<file path="src/rtl/depacketer.sv">
// depacketer: ejection-port flit filter and FIFO for the local collective engine.
// Flits whose destination coordinates differ from this node's coordinates are
// counted and discarded. Matching flits are buffered, and their header fields
// are decoded from the head entry of the FIFO.
module depacketer #(
   parameter logic [8:0] cur_rank   = 9'd0,
   parameter logic [2:0] rank_x     = 3'd0,
   parameter logic [2:0] rank_y     = 3'd0,
   parameter logic [2:0] rank_z     = 3'd0,
   parameter int         FlitWidth  = 82,
   parameter int         FifoDepth  = 4,
   parameter int         CountWidth = 16
) (
   input  logic                  clk,
   input  logic                  rst_n,
   input  logic [FlitWidth-1:0]  flit_in,
   output logic                  in_ready,
   output logic                  out_valid,
   input  logic                  out_ready,
   output logic [31:0]           payload,
   output logic [3:0]            op,
   output logic [1:0]            algtype,
   output logic [7:0]            tag,
   output logic [7:0]            contextId,
   output logic [8:0]            rank,
   output logic [2:0]            src_x,
   output logic [2:0]            src_y,
   output logic [2:0]            src_z,
   output logic [CountWidth-1:0] accept_count,
   output logic [CountWidth-1:0] drop_count
);

   localparam int PtrW = $clog2(FifoDepth);
   localparam int OccW = $clog2(FifoDepth + 1);

   // Stop elaboration on a malformed build: the depth must be a power of two
   // so that the pointers wrap naturally, and the flit layout is fixed.
   if (FifoDepth < 2 || (FifoDepth & (FifoDepth - 1)) != 0 || FlitWidth != 82 ||
       $bits(cur_rank) != 9) begin : g_bad_cfg
      $error("depacketer: unsupported parameter set");
   end

   // Low 72 flit bits, kept in their wire order.
   typedef struct packed {
      logic [2:0]  sz;
      logic [2:0]  sy;
      logic [2:0]  sx;
      logic [8:0]  rk;
      logic [7:0]  ctx;
      logic [7:0]  tg;
      logic [1:0]  alg;
      logic [3:0]  opc;
      logic [31:0] pl;
   } entry_t;

   entry_t          mem [FifoDepth];
   entry_t          last_q;
   entry_t          head;
   logic [PtrW-1:0] wr_ptr, rd_ptr;
   logic [OccW-1:0] occ;
   logic            full, empty, hit, consume, push, drop, pop;

   assign full    = (occ == OccW'(FifoDepth));
   assign empty   = (occ == '0);
   assign hit     = (flit_in[74:72] == rank_x) && (flit_in[77:75] == rank_y) &&
                    (flit_in[80:78] == rank_z);
   // Both handshakes are gated only by registered occupancy. A pop in a full
   // cycle therefore frees space only on the next cycle.
   assign in_ready  = !full;
   assign out_valid = !empty;
   assign consume   = flit_in[81] && in_ready;
   assign push      = consume && hit;
   assign drop      = consume && !hit;
   assign pop       = out_valid && out_ready;

   // While the FIFO is empty, hold the last popped head so that the fields stay stable.
   assign head      = out_valid ? mem[rd_ptr] : last_q;
   assign payload   = head.pl;
   assign op        = head.opc;
   assign algtype   = head.alg;
   assign tag       = head.tg;
   assign contextId = head.ctx;
   assign rank      = head.rk;
   assign src_x     = head.sx;
   assign src_y     = head.sy;
   assign src_z     = head.sz;

   // FIFO storage. Every entry is cleared on reset, so the field outputs never show X.
   always_ff @(posedge clk or negedge rst_n) begin
      if (!rst_n) begin
         for (int i = 0; i < FifoDepth; i++) mem[i] <= '0;
      end else if (push) begin
         mem[wr_ptr] <= entry_t'(flit_in[71:0]);
      end
   end

   // Pointers, occupancy and the held copy of the last head.
   always_ff @(posedge clk or negedge rst_n) begin
      if (!rst_n) begin
         wr_ptr <= '0;
         rd_ptr <= '0;
         occ    <= '0;
         last_q <= '0;
      end else begin
         if (push) wr_ptr <= wr_ptr + PtrW'(1);
         if (pop) begin
            rd_ptr <= rd_ptr + PtrW'(1);
            last_q <= mem[rd_ptr];
         end
         case ({push, pop})
            2'b10:   occ <= occ + OccW'(1);
            2'b01:   occ <= occ - OccW'(1);
            default: occ <= occ;
         endcase
      end
   end

   // Saturating debug statistics. They update on the same edge as the consume.
   always_ff @(posedge clk or negedge rst_n) begin
      if (!rst_n) begin
         accept_count <= '0;
         drop_count   <= '0;
      end else begin
         if (push && accept_count != '1) accept_count <= accept_count + CountWidth'(1);
         if (drop && drop_count != '1)   drop_count   <= drop_count + CountWidth'(1);
      end
   end

endmodule
</file>
<file path="config.mk">
export PLATFORM = sky130hd
export DESIGN_NAME = depacketer
export DESIGN_NICKNAME = d
export VERILOG_FILES = /design/src/rtl/depacketer.sv
export SDC_FILE = /design/constraint.sdc
export NUM_CORES = 1
export LEC_CHECK = 0
export CAP_MARGIN = 30
export CORE_MARGIN = 2
export CORE_UTILIZATION = 51
export CTS_CLUSTER_SIZE = 24
export DETAILED_ROUTE_END_ITERATION = 16
export GPL_TIMING_DRIVEN = 0
export PLACE_DENSITY = 0.86
export SLEW_MARGIN = 20
export SYNTH_ARGS = -nofsm -noshare
export SYNTH_HDL_FRONTEND = slang
export SYNTH_SLANG_ARGS = --single-unit
</file>
<file path="constraint.sdc">
create_clock -name clk -period 2.3 [get_ports clk]
set_clock_uncertainty 0.15 [all_clocks]
set_input_delay 0.345 -clock clk [delete_from_list [all_inputs] [get_ports clk]]
set_output_delay 0.345 -clock clk [all_outputs]
set_load 0.05 [all_outputs]
</file>
==> results of run 1 <==
what timing repair did:
item	4_1_cts	5_1_grt
hold buffers	1	0
buffers inserted	8	31
gates resized for setup	601	185
gates cloned	1	8
hold endpoints to repair	59	0
setup endpoints to repair	167	392
pin swaps	6	6
cell usage in the layout (no fill, tap or decap), types with 5 or more instances in the layout:
cell type	Yosys	final
mux2_4	0	60
dlymetal6s2s_1	0	7
buf_12	0	12
inv_1	10	8
buf_8	0	37
dlygate4sd2_1	0	21
nand4_1	15	15
clkbuf_1	28	15
xor2_1	9	9
clkinv_2	0	9
nand2_1	230	230
buf_4	27	32
buf_6	1	71
ha_1	7	6
dfrtp_1	399	395
mux4_2	72	72
mux2_1	280	280
xnor2_1	24	24
clkbuf_16	0	54
clkbuf_2	0	10
clkbuf_8	0	11
nor3_1	5	5
mux2_2	82	22
nor2_1	8	8
clkdlybuf4s50_1	0	87
nand3_1	14	14
sequential cells by signal, summed over array words and instances, names as in the netlist:
signal,count
rd_ptr,2
drop_count,16
occ,3
wr_ptr,2
mem,288
last_q,72
accept_count,16
cells in the mapped netlist (2+ instances only):
master    number
nand3_1       14
mux4_2        72
and3_1         4
nor2_1         8
xnor2_1       24
and2_1         2
and4_1         3
nand2_4        4
clkbuf_1      28
ha_1           7
mux2i_1        2
buf_2          8
buf_4         27
mux2_1       280
nand2_1      230
buf_1          6
dfrtp_1      399
xor2_1         9
inv_1         10
nor4_1         3
mux2_2        82
nand4_1       15
nor3_1         5
metrics by stage:
step	instance area, sq um	instances	util (%)
after CTS	22200	1992	64.4
after floorplan	17900	1258	-
after global placement	20300	1903	58.8
after global routing	23300	2030	67.4
final	23300	2031	67.4
after detailed placement	20400	1907	59.2
per-layer routing:
metal  GRT usage [%]  part of all wire, %
met5               0                0.031
met4            5.80                  2.0
met3            4.75                  5.8
met2            38.2                   49
met1            30.7                   43
logic make-up after synthesis:
group	count (synthesis)	synth area share (%)
adder cells (fa/ha/maj)	8	0.603
buffers and inverters	80	2.35
AND/OR/NAND/NOR	298	7.30
multiplexers	436	32.0
XOR/XNOR	33	1.62
AO/OA/AOI/OAI	4	0.140
flip-flops	399	55.9
worst max-delay path, stage by stage, from the launching register on:
cell and delay (ps):
dfrtp_2 400, buf_4 130, clkbuf_16 150, clkbuf_16 160, mux4_2 520, mux2_4 290
buf_6 160
how the worst max path moves through the flow:
stage | start | endpoint | slack, ps | cells after the start
2_1_floorplan | occ[0] | occ[2] | -130 | 10
3_3_place_gp | rst_n | drop_count[0] | -17480 | 1
3_5_place_dp | occ[0] | contextId[7] | -1170 | 5
4_1_cts | rd_ptr[0] | contextId[3] | -550 | 5
5_1_grt | rd_ptr[0] | contextId[0] | -570 | 6
6_report | rd_ptr[0] | payload[22] | -530 | 6
area by class of cell:
class                   instances  area, sq um
plain buffers                  69          748
clock inverters                14          153
multi-input cells             780         7760
flip-flops and latches        399         9990
well taps                     455          569
repair buffers                241         2740
clock buffers                  62         1270
fillers                      2350        11300
diodes                          1         2.50
inverters                      10         37.5
where the power goes:
group | switching, mW | total [mW] | internal (mW)
Sequential | 0.204 | 7.41 | 7.21
Clock | 2.74 | 6.91 | 4.16
Combinational | 2.46 | 4.78 | 2.32
==> impl_metrics.yaml, run 1 <==
finish:
  area_delta_synth_final_pct: 30.4
  nNetsFinal: 1637
  final_layout_size_suffix_gt1_share_pct: 27.2
logic_synthesis:
  synth.top_cell.area_share_pct: 55.9
  ys_ff_latch: 399
  synth_flop_cell: "dfrtp_1"
  avgSynthCellArea_sq_um: 14.2
  async_flop_share_pct: 100
  synth_edf_count: 0
  yosysTopAreaCell: "dfrtp_1"
  syn_area_sq_mm: 0.0178
  yosys_warnings: 0
  seq_area_frac_synth_pct: 55.9
  synth_area_leaders: "dfrtp_1 (56%), mux2_1 (18%), mux4_2 (9.1%)"
  yosys.cell_types.count: 39
  synthCells: 1258
  synth_fp_nets: 1351
global_route:
  grt_pass1_wl_um: 64900
  grt_overflow: 0
  first_global_vias: 12100
  grt_max_degree: 105
  grt_usage_pct: 22.9
  antenna_found_initial: 3
route:
  postRouteAntennaNets: 0
  drc: 0
  drt_iter0_drc: 488
  via_per_inst: 5.53
  routed_wl_um: 42300
  dr.pass1.iters: 4
  wl_per_cell_um: 20.8
  routed-via-count: 11200
critical_path:
  cp-end-kind: "output port"
  cp.arrival_ps: 2340
  r2r.worst_path.cells: 11
  start_kind: "flip-flop"
  r2r_start: "occ[0]"
  rrSetupSlack_ps: -50
  cp_max_fo: 6
  cp.required_ps: 1800
  r2r-end: "occ[2]"
  critical_path_class: "reg2out"
timing:
  setup_tns_ps: -34070
  slew_violations: 0
  setup_violations: 74
  fin_ws_ps: -534
  maxSlewHeadroom_pct: 60.2
  max_freq_mhz: 353
  period_share_pct: 123
  fin_crit_ps: 2830
  whs_ps: 182
  worst_pin_slew_ps: 597
  rsz0062_at_grt: "yes"
  hold_viol: 0
clock_tree:
  root_buffer: "clkbuf_16"
  cts.path.max_buffers: 3
  ctsHtreeMaxLevel: 2
  cts.sinks: 399
  cts_tree: "built"
  tritoncts.num_buffers: 43
  worstSkewPairLatency_ps: 540
  clk_pin_slew_ps: 60
die:
  core_area_sq_mm: 0.0345
  die_w_um: 191
  rows: 68
  dieArea_sq_mm: 0.0365
  initial_core_util_pct: 51.7
  die_y_um: 191
  io_pins: 191
placement:
  place_congestion: 0.794
  dp_hpwl_um: 27000
  place_ws_ps: -1170
  portBuffers: 190
power:
  p_per_area_mw_per_mm2: 820
  power.total_mw: 19.1
  vdd_drop_max_mv: 0.632
  p_leak_nw: 12.2
status:
  violations: "setup timing"
  outcome: "finished, violations left"
worst_hold_path:
  hold_class: "in2async"
flow_run:
  max_cap_violations: 0
Power figures use the tool's default switching activity.
==> inputs of run 2 (changes only) <==
- REMOVE_ABC_BUFFERS: default -> 1
- SETUP_SLACK_MARGIN: default -> 0.2
==> impl_metrics.yaml, run 2 (synthesized netlist as in run 1, its figures left out) <==
global_route:
  grt_max_degree: 100
  grt_pass1_wl_um: 73100
  antenna_found_initial: 1
  grt_usage_pct: 26.4
  grt_overflow: 0
  first_global_vias: 12800
route:
  drt_iter0_drc: 988
  drc: 0
  wl_per_cell_um: 33.3
  postRouteAntennaNets: 0
  routed-via-count: 13700
  routed_wl_um: 72600
  dr.pass1.iters: 5
  via_per_inst: 6.27
clock_tree:
  worstSkewPairLatency_ps: 550
  root_buffer: "clkbuf_16"
  clk_pin_slew_ps: 60
  ctsHtreeMaxLevel: 2
  cts.sinks: 399
  tritoncts.num_buffers: 43
  cts.path.max_buffers: 3
  cts_tree: "built"
worst_hold_path:
  hold_class: "in2async"
finish:
  top_register: "mem"
  area_delta_synth_final_pct: 55.9
  top_regs: "mem: 288 flops, last_q: 72 flops"
  final_cell_mix: "dfrtp_1 (394), mux2_4 (340), nand2_1 (146), buf_4 (100), clkdlybuf4s50_1 (83)"
  antennaDiodeCount: 0
  fillers: 1676
  final_layout_size_suffix_gt1_share_pct: 54.8
  largest_register_ffs: 288
  final_common_cell: "dfrtp_1"
  nNetsFinal: 1793
die:
  rows: 68
  io_pins: 191
  die_w_um: 191
  die_y_um: 191
  core_area_sq_mm: 0.0345
  initial_core_util_pct: 51.7
  dieArea_sq_mm: 0.0365
status:
  outcome: "finished, violations left"
  violations: "setup timing"
timing:
  slew_violations: 0
  worst_pin_slew_ps: 760
  maxSlewHeadroom_pct: 48.9
  fin_crit_ps: 3080
  whs_ps: 113
  rsz0062_at_grt: "yes"
  fin_ws_ps: -784
  period_share_pct: 134
  max_freq_mhz: 324
  setup_violations: 359
  hold_viol: 0
power:
  vdd_drop_max_mv: 0.974
  power.total_mw: 21.4
  p_leak_nw: 14.6
  p_per_area_mw_per_mm2: 767
critical_path:
  worstPathBufferInverterCount: 4
  cp.arrival_ps: 2590
  crit_family: "multiplexers"
  cp_max_fo: 8
  cp.required_ps: 1800
  crit_path_top_delay_cell: "mux4_2"
  start_kind: "flip-flop"
  critical_path_class: "reg2out"
  path_cells: "buf_4 -> buf_16 -> buf_4 -> mux4_2 -> mux2_4 -> buf_6"
  max_stage_delay_ps: 580
  cp-end-kind: "output port"
  crit_top_cell: "buf_4"
placement:
  place_congestion: 0.796
  portBuffers: 190
  dp_hpwl_um: 22900
flow_run:
  max_cap_violations: 0
-- run 2: cell types whose count changed in the layout (fill, tap and decap cells not counted), moves of 44 or more --
cell,before,now
nand2_8,4,66
nand2_2,0,44
mux2_4,60,340
buf_4,32,100
mux2_1,280,19
nand2_1,230,146
-- run 2: layout make-up --
class                           instances  area, sq um  share of cell area (%)
Multi-Input combinational cell        844        10600                    38.1
Sequential cell                       399        10000                    35.9
Clock inverter                         10         83.8                   0.301
Timing Repair inverter                  1         20.0                  0.0719
Tap cell                              455          569                    2.05
Clock buffer                           64         1300                    4.66
Inverter                               10         53.8                   0.193
Timing Repair Buffer                  401         5200                    18.7
-- run 2: final timing paths --
check / cells past startpoint / endpoint / from / slack (ps)
min in group clk: 2 / last_q[40] / last_q[40] / 330
max reg2reg: 12 / occ[1] / occ[1] / -390
min reg2reg: 2 / last_q[40] / last_q[40] / 330
min: 2 / drop_count[13] / rst_n / 110
max in group asynchronous: 4 / mem[213] / rst_n / 660
max: 6 / src_z[0] / rd_ptr[0] / -780
-- run 2: what timing repair did --
item,CTS,global route
pin swaps,7,41
hold buffers,1,0
setup endpoints to repair,495,498
hold endpoints to repair,225,0
gates cloned,22,64
resized for setup,632,657
buffers inserted,49,131
-- run 2: through the flow --
stage / util (%) / worst slack [ps] / area [sq um] / cells / TNS [ps]
2_1_floorplan: - / -4610 / 17500 / 1188 / -510620
3_3_place_gp: 57.7 / -16050 / 19900 / 1833 / -7643230
3_5_place_dp: 58.7 / -1490 / 20300 / 1843 / -321830
4_1_cts: 67.1 / -734 / 23200 / 1989 / -123530
5_1_grt: 80.6 / -806 / 27800 / 2184 / -91780
6_report: 80.6 / -784 / 27800 / 2184 / -87030
-- run 2: worst reg2reg max path: cells and delay by family, from the launching register on --
kind | cells | cell delay (ps)
muxes | 1 | 170
adders and majority gates | 2 | 570
buffers and inverters | 7 | 830
DFF | 1 | 430
and+or+nand+nor | 2 | 460
-- run 2: per-layer routing --
layer	vias to the layer above	GRT usage, %	wire length (um)
li1	5455	-	-
met1	7151	33.0	25900
met2	771	46.1	34200
met3	313	5.58	6720
met4	2	8.34	5800
met5	-	0	13
-- run 2: power by group --
| group | internal [mW] | total (mW) | switching, mW |
|---|---|---|---|
| clock | 4.00 | 6.93 | 2.93 |
| combinational | 3.39 | 6.99 | 3.60 |
| sequential | 7.22 | 7.44 | 0.218 |
==> inputs of run 3 (changes only) <==
- REMOVE_ABC_BUFFERS: 1 -> default
==> impl_metrics.yaml, run 3 (synthesized netlist as in run 1, its figures left out) <==
status:
  outcome: "finished, violations left"
  violations: "setup timing"
clock_tree:
  clk_pin_slew_ps: 60
  root_buffer: "clkbuf_16"
  cts.sinks: 399
  tritoncts.num_buffers: 42
  ctsHtreeMaxLevel: 2
  cts_tree: "built"
  worstSkewPairLatency_ps: 540
  cts.path.max_buffers: 3
critical_path:
  cp.required_ps: 1800
  worstPathBufferInverterCount: 3
  critical_path_class: "reg2out"
  max_stage_delay_ps: 540
  crit_family: "multiplexers"
  cp_max_fo: 10
  crit_top_cell: "buf_12"
  rrSetupSlack_ps: -450
  crit_path_top_delay_cell: "mux4_2"
  r2r_start: "occ[0]"
  start_kind: "flip-flop"
  r2r-end: "occ[2]"
  setup.worst_path.start: "rd_ptr[0]"
  path_cells: "buf_12 -> buf_12 -> mux4_2 -> mux2_4 -> buf_2"
  cp.arrival_ps: 2360
  r2r.worst_path.cells: 15
  cp-end-kind: "output port"
power:
  p_leak_nw: 13.4
  p_per_area_mw_per_mm2: 748
  vdd_drop_max_mv: 0.928
die:
  initial_core_util_pct: 51.7
  io_pins: 191
  core_area_sq_mm: 0.0345
  rows: 68
  die_w_um: 191
  die_y_um: 191
  dieArea_sq_mm: 0.0365
route:
  routed_wl_um: 52500
  routed-via-count: 12000
  wl_per_cell_um: 25.4
  postRouteAntennaNets: 0
  drt_iter0_drc: 831
  dr.pass1.iters: 5
  drc: 0
  via_per_inst: 5.79
finish:
  nNetsFinal: 1673
  final_cell_mix: "dfrtp_1 (381), mux2_4 (313), nand2_1 (227), buf_6 (86), clkdlybuf4s50_1 (83)"
  largest_register_ffs: 288
  final_layout_size_suffix_gt1_share_pct: 46.1
  fillers: 1965
  area_delta_synth_final_pct: 42.4
  top_regs: "mem: 288 flops, last_q: 72 flops"
  top_register: "mem"
  post-route-util_pct: 73.6
  final_common_cell: "dfrtp_1"
timing:
  setup_violations: 387
  max_freq_mhz: 350
  slew_violations: 0
  period_share_pct: 124
  fin_ws_ps: -555
  maxSlewHeadroom_pct: 57.4
  hold_viol: 0
  fin_crit_ps: 2860
  worst_pin_slew_ps: 639
  rsz0062_at_grt: "yes"
  setup_tns_ps: -134650
  whs_ps: 140
global_route:
  grt_pass1_wl_um: 68400
  grt_overflow: 0
  antenna_found_initial: 3
  grt_max_degree: 103
  first_global_vias: 12300
  grt_usage_pct: 24.3
flow_run:
  max_cap_violations: 0
placement:
  place_congestion: 0.831
  portBuffers: 190
  dp_hpwl_um: 26900
worst_hold_path:
  hold_class: "in2async"
[run 3: changes by cell type in the layout (fill, tap and decap cells not counted), moves of 27 or more]
cell            previous run  this run
nand2_2                   44         2
nand2_4                   41         2
clkbuf_16                 47        75
nand2_8                   66        12
buf_4                    100        21
dlymetal6s2s_1            32         0
nand2_1                  146       227
mux2_4                   340       313
buf_6                     53        86
dlygate4sd2_1              0        32
buf_8                     54         4
[run 3: area by class of cell]
cell class	instances	area, sq um	share of cell area [%]
Clock inverter	12	148	0.581
Antenna cell	1	2.50	0.00985
Sequential cell	399	10000	39.4
Clock buffer	62	1250	4.91
Buffer	70	1070	4.22
Multi-Input combinational cell	787	8940	35.2
Tap cell	455	569	2.24
Inverter	10	37.5	0.148
Timing Repair Buffer	270	3390	13.3
[run 3: where the power goes]
| part | internal [mW] | switching, mW |
|---|---|---|
| sequential | 7.21 | 0.189 |
| clock | 4.09 | 2.81 |
| combinational | 2.18 | 2.53 |
[run 3: worst max-delay path by stage]
stage | depth (start not counted) | to
finish | 5 | src_y[1]
global route | 5 | src_y[1]
CTS | 5 | algtype[1]
floorplan | 10 | occ[2]
detailed placement | 5 | contextId[2]
global placement | 1 | drop_count[0]
[run 3: per-layer routing]
layer / share of wire (%) / up-vias / track usage [%]
met5: 0.069 / - / 0
met4: 2.8 / 6 / 6.01
met3: 5.6 / 108 / 5.45
met2: 51 / 392 / 42.3
met1: 41 / 6328 / 30.9
li1: - / 5122 / -
[run 3: stage by stage]
stage	worst slack [ps]	power, mW	instance area, sq um	std cells
2_1_floorplan	38.3	9.90	18200	1258
3_3_place_gp	-17460	11.1	20600	1903
3_5_place_dp	-903	11.2	20700	1907
4_1_cts	-511	18.7	23200	2010
5_1_grt	-598	19.7	25400	2065
6_report	-555	19.0	25400	2066
[run 3: timing repair]
item                                   4_1_cts  5_1_grt
setup endpoints to repair                  458      444
hold buffers                                 1        0
endpoints found under the hold margin      212        0
gates cloned                                11       29
resized for setup                          683      346
setup buffers                               17       26
pin swaps                                   10       17
